### src/rtl/sp_if_ddr_access_ctrl.sv
// DDR access order controller: resolves the frame bank and splits an order into
// Avalon-MM bursts that never cross a P_BURST_MAX boundary. Optional stall watchdog
// is built when SP_IF_DDR_TIMEOUT_EN is defined.
//
// state   | meaning
// IDLE    | waiting for a rising edge of i_ddr_start
// CALC    | resolve bank, physical address and first burst length
// RD_CMD  | read command presented until accepted
// RD_WAIT | collecting beats of the single outstanding read burst
// WR_BEAT | write beats presented until the last beat of the order
// DONE    | one-cycle order-complete pulse
module sp_if_ddr_access_ctrl #(
  parameter int          P_BURST_MAX = 64,
  parameter logic [26:0] P_BANK_OFS  = 27'h0100000,
  parameter int          P_TMO_CYC   = 65535
) (
  input  logic         i_clk156m,
  input  logic         i_arst_n,
  input  logic [3:0]   i_frame_time,
  input  logic [3:0]   i_frame_max,
  input  logic         i_ddr_start,
  input  logic         i_ddr_wxr,
  input  logic [3:0]   i_ddr_area,
  input  logic [26:0]  i_ddr_addr,
  input  logic [31:0]  i_ddr_size,
  input  logic [127:0] i_wr_data,
  output logic         o_wr_data_req,
  output logic [26:0]  o_avm_address,
  output logic [7:0]   o_avm_burstcount,
  output logic         o_avm_read,
  output logic         o_avm_write,
  output logic [127:0] o_avm_writedata,
  input  logic         i_avm_waitrequest,
  input  logic         i_avm_readdatavalid,
  output logic         o_rd_valid,
  output logic         o_busy,
  output logic         o_ddr_endp,
  output logic         o_ddr_err
);
  localparam int BW = $clog2(P_BURST_MAX);

  typedef enum logic [2:0] {IDLE, CALC, RD_CMD, RD_WAIT, WR_BEAT, DONE} state_t;
  state_t state, state_nx;

  logic         start_d, start_edge;
  logic         wxr_r;
  logic [3:0]   area_r;
  logic [26:0]  addr_r;
  logic [27:0]  rem_r, rem_nx;
  logic [26:0]  cur_addr, cur_addr_nx;
  logic [7:0]   burst_r, burst_nx, beat_cnt, beat_cnt_nx;
  logic         beat_ok;
  logic         rd_valid_r;
  logic [1:0]   back;
  logic [4:0]   bank_diff;
  logic [3:0]   bank;
  logic [26:0]  phys_addr;
  logic         unused_size_lsb;

  assign unused_size_lsb = ^i_ddr_size[3:0];

  function automatic logic [7:0] burst_len(input logic [26:0] addr, input logic [27:0] rem);
    logic [7:0] room;
    room = 8'(P_BURST_MAX) - 8'(addr[BW-1:0]);
    if (rem < {20'd0, room}) return rem[7:0];
    return room;
  endfunction

  assign start_edge = (state == IDLE) && i_ddr_start && !start_d;

  // frame_max+1 wraps a negative difference back into the bank ring
  always_comb begin
    back      = (area_r != 4'd0 && area_r < 4'd4) ? area_r[1:0] : 2'd0;
    bank_diff = {1'b0, i_frame_time} - {3'b000, back};
    bank      = bank_diff[4] ? (bank_diff[3:0] + i_frame_max + 4'd1) : bank_diff[3:0];
    phys_addr = addr_r + ({23'd0, bank} * P_BANK_OFS);
  end

`ifdef SP_IF_DDR_TIMEOUT_EN
  logic [31:0] tmo_cnt;
  logic        err_r, stall, tmo_hit;

  assign stall   = ((state == RD_CMD || state == WR_BEAT) && i_avm_waitrequest) ||
                   (state == RD_WAIT && !i_avm_readdatavalid);
  assign tmo_hit = stall && (tmo_cnt == 32'd0);

  always_ff @(posedge i_clk156m or negedge i_arst_n) begin
    if (!i_arst_n) begin
      tmo_cnt <= 32'(P_TMO_CYC - 1);
      err_r   <= 1'b0;
    end else begin
      if (stall && tmo_cnt != 32'd0) tmo_cnt <= tmo_cnt - 32'd1;
      else                           tmo_cnt <= 32'(P_TMO_CYC - 1);
      err_r <= tmo_hit;
    end
  end

  assign o_ddr_err = err_r;
`else
  logic [31:0] unused_tmo;
  assign unused_tmo = 32'(P_TMO_CYC);
  assign o_ddr_err  = 1'b0;
`endif

  always_comb begin
    state_nx    = state;
    rem_nx      = rem_r;
    cur_addr_nx = cur_addr;
    burst_nx    = burst_r;
    beat_cnt_nx = beat_cnt;
    beat_ok     = 1'b0;
    case (state)
      IDLE: if (start_edge) begin
        state_nx = CALC;
        rem_nx   = i_ddr_size[31:4];
      end
      CALC: begin
        cur_addr_nx = phys_addr;
        burst_nx    = burst_len(phys_addr, rem_r);
        beat_cnt_nx = burst_nx;
        if (rem_r == 28'd0) state_nx = DONE;
        else if (wxr_r)     state_nx = WR_BEAT;
        else                state_nx = RD_CMD;
      end
      RD_CMD:  if (!i_avm_waitrequest) state_nx = RD_WAIT;
      RD_WAIT: beat_ok = i_avm_readdatavalid;
      WR_BEAT: beat_ok = !i_avm_waitrequest;
      DONE:    state_nx = IDLE;
      default: state_nx = IDLE;
    endcase
    if (beat_ok) begin
      beat_cnt_nx = beat_cnt - 8'd1;
      if (beat_cnt == 8'd1) begin
        if (rem_r == {20'd0, burst_r}) begin
          state_nx = DONE;
        end else begin
          rem_nx      = rem_r - {20'd0, burst_r};
          cur_addr_nx = cur_addr + {19'd0, burst_r};
          burst_nx    = burst_len(cur_addr_nx, rem_nx);
          beat_cnt_nx = burst_nx;
          if (!wxr_r) state_nx = RD_CMD;
        end
      end
    end
`ifdef SP_IF_DDR_TIMEOUT_EN
    if (tmo_hit) state_nx = DONE;
`endif
  end

  always_ff @(posedge i_clk156m or negedge i_arst_n) begin
    if (!i_arst_n) begin
      state      <= IDLE;
      start_d    <= 1'b0;
      wxr_r      <= 1'b0;
      area_r     <= 4'd0;
      addr_r     <= 27'd0;
      rem_r      <= 28'd0;
      cur_addr   <= 27'd0;
      burst_r    <= 8'd0;
      beat_cnt   <= 8'd0;
      rd_valid_r <= 1'b0;
    end else begin
      state      <= state_nx;
      start_d    <= i_ddr_start;
      rem_r      <= rem_nx;
      cur_addr   <= cur_addr_nx;
      burst_r    <= burst_nx;
      beat_cnt   <= beat_cnt_nx;
      rd_valid_r <= i_avm_readdatavalid;
      if (start_edge) begin
        wxr_r  <= i_ddr_wxr;
        area_r <= i_ddr_area;
        addr_r <= i_ddr_addr;
      end
    end
  end

  assign o_avm_read       = (state == RD_CMD);
  assign o_avm_write      = (state == WR_BEAT);
  assign o_wr_data_req    = (state == WR_BEAT) && !i_avm_waitrequest;
  assign o_avm_writedata  = i_wr_data;
  assign o_avm_address    = cur_addr;
  assign o_avm_burstcount = burst_r;
  assign o_rd_valid       = rd_valid_r;
  assign o_busy           = (state != IDLE);
  assign o_ddr_endp       = (state == DONE);

endmodule

### config.mk
export PLATFORM = sky130hd
export DESIGN_NAME = sp_if_ddr_access_ctrl
export DESIGN_NICKNAME = d
export VERILOG_FILES = /design/src/rtl/sp_if_ddr_access_ctrl.sv
export SDC_FILE = /design/constraint.sdc
export NUM_CORES = 1
export LEC_CHECK = 0
export BUFFER_PORTS_ARGS = -buffer_cell sky130_fd_sc_hd__buf_2
export CORE_AREA = 2 2 144 146
export DETAILED_ROUTE_END_ITERATION = 8
export DIE_AREA = 0 0 146 148
export PLACE_DENSITY = 0.71
export SLEW_MARGIN = 10
export SYNTH_ARGS = -nofsm -noshare
export SYNTH_HDL_FRONTEND = slang
export SYNTH_SLANG_ARGS = --single-unit
export TNS_END_PERCENT = 30
### constraint.sdc
create_clock -name i_clk156m -period 6.2 [get_ports i_clk156m]
set_clock_uncertainty 0.1 [all_clocks]
set_input_delay 1.24 -clock i_clk156m [delete_from_list [all_inputs] [get_ports i_clk156m]]
set_output_delay 1.24 -clock i_clk156m [all_outputs]
set_load 0.02 [all_outputs]
==> flow_metrics.env <==
export IMPL_status="complete, no violations"
export IMPL_hold_path_startpoint="beat_cnt[7]"
export IMPL_drive_gt1_frac=0.2143
export IMPL_drt_pass1_iterations=5
export IMPL_dr_total_vias=7200
export IMPL_fp_row_count=52
export IMPL_whs_endpoint="beat_cnt[7]"
export IMPL_totalWireLength_mm=22.68
export IMPL_track_usage=0.2095
export IMPL_synthTopCellsByArea="dfrtp_1 31%, buf_4 11%, ha_1 5.8%"
export IMPL_synth_nets=1243
export IMPL_r2r_setup_slack_ps=1600
export IMPL_netlist_instances=992
export IMPL_setup_viol=0
export IMPL_cp_start_kind="flop"
export IMPL_worst_path_max_delay_cell="nor4_1"
export IMPL_worstSetupEndpointType="flop"
export IMPL_critical_path_max_stage_delay_ps=580
export IMPL_synth_edff_count=0
export IMPL_min_period_ps=4601
export IMPL_numCtsBuffers=9
export IMPL_start_util=0.4385
export IMPL_area_growth_syn_to_layout_pct=1.011
export IMPL_diodes=0
export IMPL_yosysTopAreaCell="dfrtp_1"
export IMPL_die_area_sq_um=21610
export IMPL_cts_resized=0
export IMPL_ir_drop_mv=0.3079
export IMPL_port_buffers=113
export IMPL_totalNegativeSetupSlack_ps=0
export IMPL_netlist_area_sq_um=8787
export IMPL_layout_cells_non_filler=1222
export IMPL_tightest_slew_ps=1023
export IMPL_clk_pin_slew_worst_paths_ps=80
export IMPL_async_flop_share=1.000
export IMPL_synthDistinctLibCells=82
export IMPL_fin_nets=1198
export IMPL_cts_tree="done"
export IMPL_place_gp_congestion=0.9066
export IMPL_yosysTopAreaCellShare=0.3076
export IMPL_synth_flop_cell="dfrtp_1"
export IMPL_hpwl_mm=16.79
export IMPL_post_route_util=0.4429
export IMPL_cp_cell_sequence="ha_1 > fa_1 > a21o_1 > a21oi_1 > xnor2_1 > nor4_1 > inv_1 > ha_1 > nor4_1 > nand3_1 > a211o_1 > nor4_1 > nand4_1 > nor2_1 > o311ai_1"
export IMPL_vias_per_cell=5.892
export IMPL_max_slew_margin=0.3003
export IMPL_path_common_cell="nor4_1"
export IMPL_path_class="flop to flop"
export IMPL_gr_total_overflow=0
export IMPL_synth_seq_area_share=0.3076
export IMPL_postCtsSetupBuffers=0
export IMPL_wire_per_inst_microns=18.56
export IMPL_regArea_sq_um=2703
export IMPL_ys_warn_count=0
export IMPL_ios=375
export IMPL_htreeDepth=3
export IMPL_drt_iter0_drc=432
export IMPL_ff2ff_path_depth=15
export IMPL_clk_latency_ps=360
export IMPL_timing_final_crit_share=0.7421
export IMPL_drv_slew=0
export IMPL_r2r_end="beat_cnt[3]"
export IMPL_r2r_start="o_avm_burstcount[0]"
export IMPL_required_ps=6320
export IMPL_avgSynthCellArea_sq_um=8.858
export IMPL_fmax_mhz=217.3
export IMPL_multi_input_comb_area_sq_um=4791
export IMPL_drc_errors=0
export IMPL_clk_path_buf_depth=2
export IMPL_grt_max_degree=61
export IMPL_ys_seq_elements=108
export IMPL_die_w_microns=146
export IMPL_cts_sinks=108
export IMPL_clockRootBuffer="clkbuf_16"
export IMPL_fillers=2010
export IMPL_grt_setup_unrepaired="false"
export IMPL_grt_pass1_vias=7022
export IMPL_hp_class="flop to flop"
export IMPL_hold_violations=0
export IMPL_cp_arrival_ps=4730
export IMPL_die_h_microns=148
export IMPL_ant_nets=0
export IMPL_crit_fanout=5
export IMPL_holdPathStages=1
export IMPL_antenna_found_initial=0
export IMPL_power_leakage_nw=3.866
export IMPL_power_density_nw_per_um2=601.5
export IMPL_grt_pass1_wl_mm=36.65
export IMPL_dp_cells=1206
export IMPL_core_sq_um=20040
export IMPL_hold_buffers=0
export IMPL_cap_violations=0
## routing by layer
metal | global-route usage | up-vias | routed length (microns)
met5 | 0 | - | 0
met4 | 0.1024 | 0 | 901
met3 | 0.03704 | 65 | 1461
met2 | 0.3474 | 308 | 10510
met1 | 0.2654 | 3449 | 9805
li1 | - | 3378 | -
## cells by family (layout without fill, tap and decap cells)
| kind of cell | Yosys count | after routing | share of synthesized area |
|---|---|---|---|
| mux | 54 | 54 | 0.06664 |
| other cells | 1 | 1 | 0.0004268 |
| simple gates | 291 | 291 | 0.1798 |
| xor+xnor | 30 | 30 | 0.02990 |
| fa+ha+maj | 46 | 46 | 0.06977 |
| flops | 108 | 108 | 0.3076 |
| compound gates | 253 | 253 | 0.1969 |
| buf+inv | 209 | 169 | 0.1489 |
## cell usage after synthesis (all sizes together), types with 4 or more instances
| library cell | count |
|---|---|
| o21bai | 5 |
| o31ai | 7 |
| and4 | 5 |
| nor2 | 87 |
| nor4 | 17 |
| o21a | 8 |
| nand3 | 14 |
| nand4 | 14 |
| a311oi | 22 |
| ha | 41 |
| a21oi | 66 |
| and2 | 12 |
| nand2 | 60 |
| a211oi | 25 |
| or3 | 4 |
| xnor2 | 15 |
| nand2b | 8 |
| xor2 | 15 |
| dfrtp | 108 |
| inv | 34 |
| fa | 5 |
| or4 | 5 |
| or2 | 7 |
| o22ai | 8 |
| a21o | 17 |
| nor3 | 23 |
| buf | 146 |
| mux2i | 18 |
| and3 | 11 |
| nor3b | 5 |
| a31oi | 12 |
| mux2 | 36 |
| o21ai | 42 |
| a211o | 9 |
| o211ai | 9 |
| clkbuf | 29 |
## cell type report
cell class	count	share of cell area
sequential	108	0.3045
multi-input combinational	675	0.5398
timing repair buffer	119	0.06907
clock inverter	3	0.004934
tap	270	0.03806
inverter	34	0.01438
clock buffer	13	0.02932
## report_power, final
part | internal, mW | switching [mW] | total [mW]
Combinational | 1.34 | 1.89 | 3.23
Sequential | 1.04 | 0.452 | 1.50
Clock | 0.337 | 0.272 | 0.609
## metrics by stage
stage	hold WS (ps)	cell area [sq um]	power (mW)	worst slack, ps
after floorplan	343.0	8787	3.980	1815
after global placement	370.9	8572	4.615	1526
after detailed placement	382.0	8572	4.699	1526
after CTS	391.4	8876	5.336	1672
after global routing	418.7	8876	5.813	1258
final	391.5	8876	5.339	1599
## worst max-delay path by stage
stage                                    from           endpoint  depth (start not counted)
final                     o_avm_burstcount[0]        beat_cnt[3]                         15
after global routing      o_avm_burstcount[1]        beat_cnt[5]                         16
after floorplan               i_frame_time[0]  o_avm_address[25]                         16
after detailed placement      i_frame_time[0]  o_avm_address[25]                         17
after CTS                 o_avm_burstcount[0]        beat_cnt[2]                         17
after global placement        i_frame_time[0]  o_avm_address[25]                         17
## flip-flops by register name (all words and copies together), names as in the netlist, 3 cells and up
name	flops
o_avm_burstcount	8
addr_r	27
rem_r	28
beat_cnt	8
state	3
area_r	4
o_avm_address	27
## worst max-delay path, delay by kind of cell (launching register included)
family          cells  cell delay, ps
fa+ha+maj           3             880
buf+inv             1              90
simple gates        6            1960
flops               1             420
xor+xnor            1             170
compound gates      4             830
## layout by cell type, fill, tap and decap left out, drive strengths merged, types with 7 or more instances in the layout
master	synthesis	final
o211ai	9	9
o21a	8	8
xnor2	15	15
xor2	15	15
or2	7	7
o22ai	8	8
nand2b	8	8
nand3	14	14
mux2	36	36
and2	12	12
a21oi	66	66
nand4	14	14
o21ai	42	42
nor2	87	87
mux2i	18	18
buf	146	119
a311oi	22	22
a211oi	25	25
a211o	9	9
ha	41	41
a31oi	12	12
clkbuf	29	13
nor4	17	17
dfrtp	108	108
nor3	23	23
inv	34	35
nand2	60	60
and3	11	11
o31ai	7	7
a21o	17	17
Power figures use the tool's default switching activity.
